--- src/rtl/light_sequencer.sv ---
// Light-latch sequencer: initialises every road to red, then grants green round-robin
// and walks the granted road through green, yellow, red and an all-red clear.

module light_sequencer_chk #(
  parameter int roads       = 4,
  parameter int count_max   = 15,
  parameter int green_time  = 8,
  parameter int yellow_time = 3,
  parameter int clear_time  = 2
) (
  input logic                             clk,
  input logic                             reset,
  input logic                             light_valid,
  input logic [$clog2(count_max+1)-1:0]   timer
);

  if (roads < 2) begin : g_bad_roads
    $error("light_sequencer: roads must be at least 2");
  end
  if (green_time < 2 || green_time > count_max) begin : g_bad_green
    $error("light_sequencer: green_time must lie in 2..count_max");
  end
  if (yellow_time < 2 || yellow_time > count_max) begin : g_bad_yellow
    $error("light_sequencer: yellow_time must lie in 2..count_max");
  end
  if (clear_time < 2 || clear_time > count_max) begin : g_bad_clear
    $error("light_sequencer: clear_time must lie in 2..count_max");
  end

  // The latch needs a strobe-free cycle after every commit.
  a_pulse_gap: assert property (@(posedge clk) disable iff (reset)
    !light_valid |=> light_valid);

  a_timer_range: assert property (@(posedge clk)
    int'(timer) <= count_max);

endmodule

module light_sequencer #(
  parameter int roads       = 4,
  parameter int count_max   = 15,
  parameter int green_time  = 8,
  parameter int yellow_time = 3,
  parameter int clear_time  = 2
) (
  input  logic                      clk,
  input  logic                      reset,
  input  logic [roads-1:0]          req,
  output logic [2:0]                light_out,
  output logic [$clog2(roads)-1:0]  road,
  output logic                      light_valid,
  output logic [2:0]                state,
  output logic [$clog2(roads)-1:0]  active_road
);

  localparam int RW = $clog2(roads);
  localparam int TW = $clog2(count_max + 1);

  localparam logic [2:0] ST_INIT   = 3'd0;
  localparam logic [2:0] ST_IDLE   = 3'd1;
  localparam logic [2:0] ST_GREEN  = 3'd2;
  localparam logic [2:0] ST_YELLOW = 3'd3;
  localparam logic [2:0] ST_CLEAR  = 3'd4;

  localparam logic [2:0] LIGHT_RED    = 3'b001;
  localparam logic [2:0] LIGHT_YELLOW = 3'b010;
  localparam logic [2:0] LIGHT_GREEN  = 3'b100;

  localparam logic [TW-1:0] GREEN_LOAD  = TW'(green_time - 1);
  localparam logic [TW-1:0] YELLOW_LOAD = TW'(yellow_time - 1);
  localparam logic [TW-1:0] CLEAR_LOAD  = TW'(clear_time - 1);
  localparam logic [RW-1:0] LAST_ROAD   = RW'(roads - 1);

  logic [2:0]    state_q,       state_d;
  logic          light_valid_q, light_valid_d;
  logic [RW-1:0] road_q,        road_d;
  logic [2:0]    light_out_q,   light_out_d;
  logic [RW-1:0] active_q,      active_d;
  logic [RW-1:0] last_q,        last_d;
  logic [TW-1:0] timer_q,       timer_d;
  logic [RW-1:0] init_road_q,   init_road_d;

  logic [RW-1:0] grant_s;
  logic          other_req_s;
  logic          expired_s;

  // First requesting road strictly after the previous grant, wrapping around.
  function automatic logic [RW-1:0] rr_pick(input logic [roads-1:0] r,
                                            input logic [RW-1:0]    last);
    logic [RW-1:0] pick;
    logic          found;
    int            idx;
    pick  = last;
    found = 1'b0;
    for (int i = 1; i <= roads; i++) begin
      idx = (int'(last) + i) % roads;
      if (!found && r[idx]) begin
        pick  = RW'(idx);
        found = 1'b1;
      end
    end
    return pick;
  endfunction

  function automatic logic [roads-1:0] road_mask(input logic [RW-1:0] a);
    logic [roads-1:0] m;
    m    = '0;
    m[a] = 1'b1;
    return m;
  endfunction

  always_comb begin
    grant_s     = rr_pick(req, last_q);
    other_req_s = |(req & ~road_mask(active_q));
    expired_s   = (timer_q == '0);

    state_d       = state_q;
    light_valid_d = 1'b1;
    road_d        = road_q;
    light_out_d   = light_out_q;
    active_d      = active_q;
    last_d        = last_q;
    timer_d       = expired_s ? timer_q : timer_q - TW'(1);
    init_road_d   = init_road_q;

    case (state_q)
      ST_INIT: begin
        // Alternate pulse / gap cycles so each red commit is two cycles apart.
        if (light_valid_q) begin
          light_valid_d = 1'b0;
          road_d        = init_road_q;
          light_out_d   = LIGHT_RED;
        end else if (init_road_q == LAST_ROAD) begin
          state_d = ST_IDLE;
        end else begin
          init_road_d = init_road_q + RW'(1);
        end
      end
      ST_IDLE: begin
        if (req != '0) begin
          light_valid_d = 1'b0;
          road_d        = grant_s;
          light_out_d   = LIGHT_GREEN;
          active_d      = grant_s;
          last_d        = grant_s;
          timer_d       = GREEN_LOAD;
          state_d       = ST_GREEN;
        end else begin
          state_d = ST_IDLE;
        end
      end
      ST_GREEN: begin
        if (!expired_s) begin
          state_d = ST_GREEN;
        end else if (other_req_s) begin
          light_valid_d = 1'b0;
          road_d        = active_q;
          light_out_d   = LIGHT_YELLOW;
          timer_d       = YELLOW_LOAD;
          state_d       = ST_YELLOW;
        end else begin
          timer_d = GREEN_LOAD;
        end
      end
      ST_YELLOW: begin
        if (expired_s) begin
          light_valid_d = 1'b0;
          road_d        = active_q;
          light_out_d   = LIGHT_RED;
          timer_d       = CLEAR_LOAD;
          state_d       = ST_CLEAR;
        end else begin
          state_d = ST_YELLOW;
        end
      end
      ST_CLEAR: begin
        if (!expired_s) begin
          state_d = ST_CLEAR;
        end else if (req != '0) begin
          light_valid_d = 1'b0;
          road_d        = grant_s;
          light_out_d   = LIGHT_GREEN;
          active_d      = grant_s;
          last_d        = grant_s;
          timer_d       = GREEN_LOAD;
          state_d       = ST_GREEN;
        end else begin
          state_d = ST_IDLE;
        end
      end
      default: begin
        state_d = ST_INIT;
      end
    endcase
  end

  always_ff @(posedge clk) begin
    if (reset) begin
      state_q       <= ST_INIT;
      light_valid_q <= 1'b1;
      road_q        <= '0;
      light_out_q   <= LIGHT_RED;
      active_q      <= '0;
      last_q        <= LAST_ROAD;
      timer_q       <= '0;
      init_road_q   <= '0;
    end else begin
      state_q       <= state_d;
      light_valid_q <= light_valid_d;
      road_q        <= road_d;
      light_out_q   <= light_out_d;
      active_q      <= active_d;
      last_q        <= last_d;
      timer_q       <= timer_d;
      init_road_q   <= init_road_d;
    end
  end

  assign light_out   = light_out_q;
  assign road        = road_q;
  assign light_valid = light_valid_q;
  assign state       = state_q;
  assign active_road = active_q;

  light_sequencer_chk #(
    .roads       (roads),
    .count_max   (count_max),
    .green_time  (green_time),
    .yellow_time (yellow_time),
    .clear_time  (clear_time)
  ) u_chk (
    .clk         (clk),
    .reset       (reset),
    .light_valid (light_valid_q),
    .timer       (timer_q)
  );

endmodule

--- config.mk ---
export PLATFORM = sky130hd
export DESIGN_NAME = light_sequencer
export DESIGN_NICKNAME = d
export VERILOG_FILES = /design/src/rtl/light_sequencer.sv
export SDC_FILE = /design/constraint.sdc
export NUM_CORES = 1
export LEC_CHECK = 0
export ABC_CLOCK_PERIOD_IN_PS = 1960
export CORE_AREA = 2 2 53 55
export CTS_BUF_LIST = sky130_fd_sc_hd__clkbuf_4 sky130_fd_sc_hd__clkbuf_8
export CTS_CLUSTER_DIAMETER = 30
export DETAILED_ROUTE_END_ITERATION = 6
export DIE_AREA = 0 0 55 57
export HOLD_SLACK_MARGIN = 0.08
export PLACE_DENSITY = 0.88
export SYNTH_ARGS = -nofsm -noshare
export SYNTH_HDL_FRONTEND = slang
export SYNTH_SLANG_ARGS = --single-unit
--- constraint.sdc ---
create_clock -name clk -period 1.96 [get_ports clk]
set_clock_uncertainty 0.05 [all_clocks]
set_input_delay 0.294 -clock clk [delete_from_list [all_inputs] [get_ports clk]]
set_output_delay 0.294 -clock clk [all_outputs]
set_load 0.02 [all_outputs]
==> results of run 1 <==
==> kinds of logic after synthesis <==
group | count (synthesis)
compound gates | 51
simple gates | 61
fa+ha+maj | 3
flops | 19
xor+xnor | 2
buf+inv | 15
mux | 3
==> placed cells by master, fill, tap and decap left out, types with 2 or more instances in the layout <==
master,count
nor4_4,2
o21ai_0,3
dfxtp_2,4
or2_1,2
nand2_1,8
nand2b_1,3
clkdlybuf4s50_1,12
a211oi_1,3
nor2b_1,2
mux2i_1,2
a22oi_1,2
buf_6,2
o31ai_1,3
inv_1,3
nand2_2,3
buf_4,34
or3_1,2
nor3_1,6
inv_2,2
a211o_1,3
dlymetal6s2s_1,4
nor2_1,17
o22ai_1,5
dfxtp_1,15
nor3_2,2
clkbuf_4,4
o211ai_1,2
a21oi_1,16
ha_4,2
==> what timing repair did <==
action                                  in CTS  in global routing
endpoints found under the setup margin       3                 14
buffers inserted                             0                  9
hold endpoints to repair                     0                  0
gates cloned                                 0                  0
pin swaps                                    0                 11
gates resized for setup                      1                 26
==> final timing paths <==
path	startpoint	endpoint	cells after the start
worst min-delay path	light_out[2]	light_out[2]	2
worst max register to register	timer_q[1]	light_out[0]	9
worst max-delay path	timer_q[1]	light_out[0]	9
worst min register to register	light_out[2]	light_out[2]	2
==> worst max-delay path, stage by stage (launching register included) <==
cell	delay [ps]
dfxtp_2	340
inv_2	70
ha_4	130
nor3b_4	250
clkinv_4	170
nor2_4	130
a211o_1	190
buf_6	120
nand2_2	80
a211o_1	270
==> metrics by stage <==
step	TNS (ps)	hold WS (ps)	util, %	setup WS (ps)
global route	-197	450	69.3	-70.0
floorplan	0	461	-	19.0
CTS	0	435	63.3	9.83
detailed placement	-2840	403	62.1	-292
finish	0	439	69.3	48.1
global placement	-1690	397	62.1	-197
==> metal layers <==
layer  global-route usage [%]  vias up  part of all wire, %
met4                     10.5        0                  4.3
met5                        0        -                    0
met1                     30.8      690                   39
met3                     2.62       26                  6.5
li1                         -      661                    -
met2                     41.7       74                   50
==> power by group <==
| group | leakage (nW) | switching [W] | internal [W] | total (W) |
|---|---|---|---|---|
| logic | 0.569 | 0.00105 | 0.000985 | 0.00204 |
| registers | 0.157 | 0.000154 | 0.000531 | 0.000686 |
| clock network | 0.0184 | 0.000122 | 0.0000934 | 0.000216 |
==> area by class of cell <==
type	instances	area, um2	area share, %
flip-flops and latches	19	385	21.3
inverters	6	27.5	1.52
clock buffers	4	30.0	1.66
well taps	31	38.8	2.14
multi-input cells	120	883	48.7
repair buffers	52	448	24.7
==> registers in the layout, summed over array words and instances, names as in the netlist <==
signal       flops
light_valid      1
light_out        3
road             2
state            3
init_road_q      2
active_road      2
timer_q          4
last_q           2
==> impl_metrics.toml, run 1 <==
[outcome]
status = "complete, no violations"

[logic_synthesis]
synthMuxAreaShare_pct = 2.47
synth_top_family_by_area = "simple AND/OR/NAND/NOR gates"
synth_xor_area_share_pct = 1.38
synth-compound-area-share_pct = 28.7
synth_top_area_share_pct = 30.0
synth.area.top_cells = "dfxtp_1, a21oi_1, nor2_1"
synth_common_cells = "dfxtp_1, nor2_1, a21oi_1, nand2_1, nor3_1"
synth-seq-cells = 19
synthesis.area_um2 = 1270
syn_nets = 163
synth-simple-area-share_pct = 29.0
synth_edf_count = 0
synthAdderAreaFrac_pct = 2.96
ys.flop_type = "dfxtp_1"
netlist_instances = 154
synth_warnings = 0
synth-seq-area-share_pct = 30.0
synth.avg_cell_area_um2 = 8.24
synthArstFlopShare_pct = 0
synth_area_leader_cell = "dfxtp_1"
synth.lib_cells_used.distinct = 54

[timing]
hold_violations = 0
fmaxAchievable_mhz = 523
drv_slew = 0
finalCritPeriodShare_pct = 97.5
fin_crit_ps = 1910
setup_viol = 0
worst_pin_slew_ps = 399
timing.slew.headroom_pct = 73.3

[placed_design]
port_buffers = 16
post_dp_cell_area_um2 = 1620
hpwlAfterDp_um = 2550
gp_congestion = 0.938
dp_cells = 219

[global_routing]
grt.total_usage_pct = 24.6
first_global_vias = 1336
grt_overflow = 0
antenna_found_initial = 0
grt_start_max_net_pins = 20
grt_first_pass_wirelength_um = 5780

[critical_path]
critPathCaptureType = "flop"
worst-path-max-fanout = 7
start_kind = "flop"
reg2reg_slack_ps = 50
cp.required_ps = 2120
worstPathArrival_ps = 2070
worstSetupPathType = "reg -> reg"

[routing]
num_vias = 1451
drc = 0
dr.first_iter.drc_count = 126
routed_wl_um = 3900
first_pass_iters = 5
viasPerCell = 6.25
routedWlPerCell_um = 16.8
ant_nets = 0

[die]
coreArea_um2 = 2620
fp.dieH_um = 57
fp.dieW_um = 55
die_area_um2 = 3140
initial_core_util_pct = 48.5
ioPinCount = 17
rows = 19

[layout]
stdcell_count = 232
synthToLayoutAreaGrowth_pct = 42.9
layout.nets = 211
finalInstanceArea_um2 = 1810
drive_gt1_share_pct = 35.8
antenna_cells = 0
fillers = 192

[cts]
clk_pin_slew_ps = 100
cts_tree = "done"
numClockSinks = 19
root_buffer = "clkbuf_4"
cts-htree-levels = 1
clockBufferDepth = 2
cts_made_buffers = 3
worstSkewPairLatency_ps = 300
cts_hold_repair.buffers = 0

[power]
leakage_nw = 0.745
peakVddDrop_v = 0.00121
p_per_area_nw_per_um2 = 1620
power_w = 0.00294

[job]
cap_violations = 0

[min_path]
hold_class = "reg -> reg"
(Power assumes the default switching activity.)
==> run 2: changes to the inputs <==
- ABC_CLOCK_PERIOD_IN_PS: 1960 -> default
- SLEW_MARGIN: default -> 0
==> results of run 2 <==
Same layout as run 1: the final DEF is identical, and so are final timing and power.
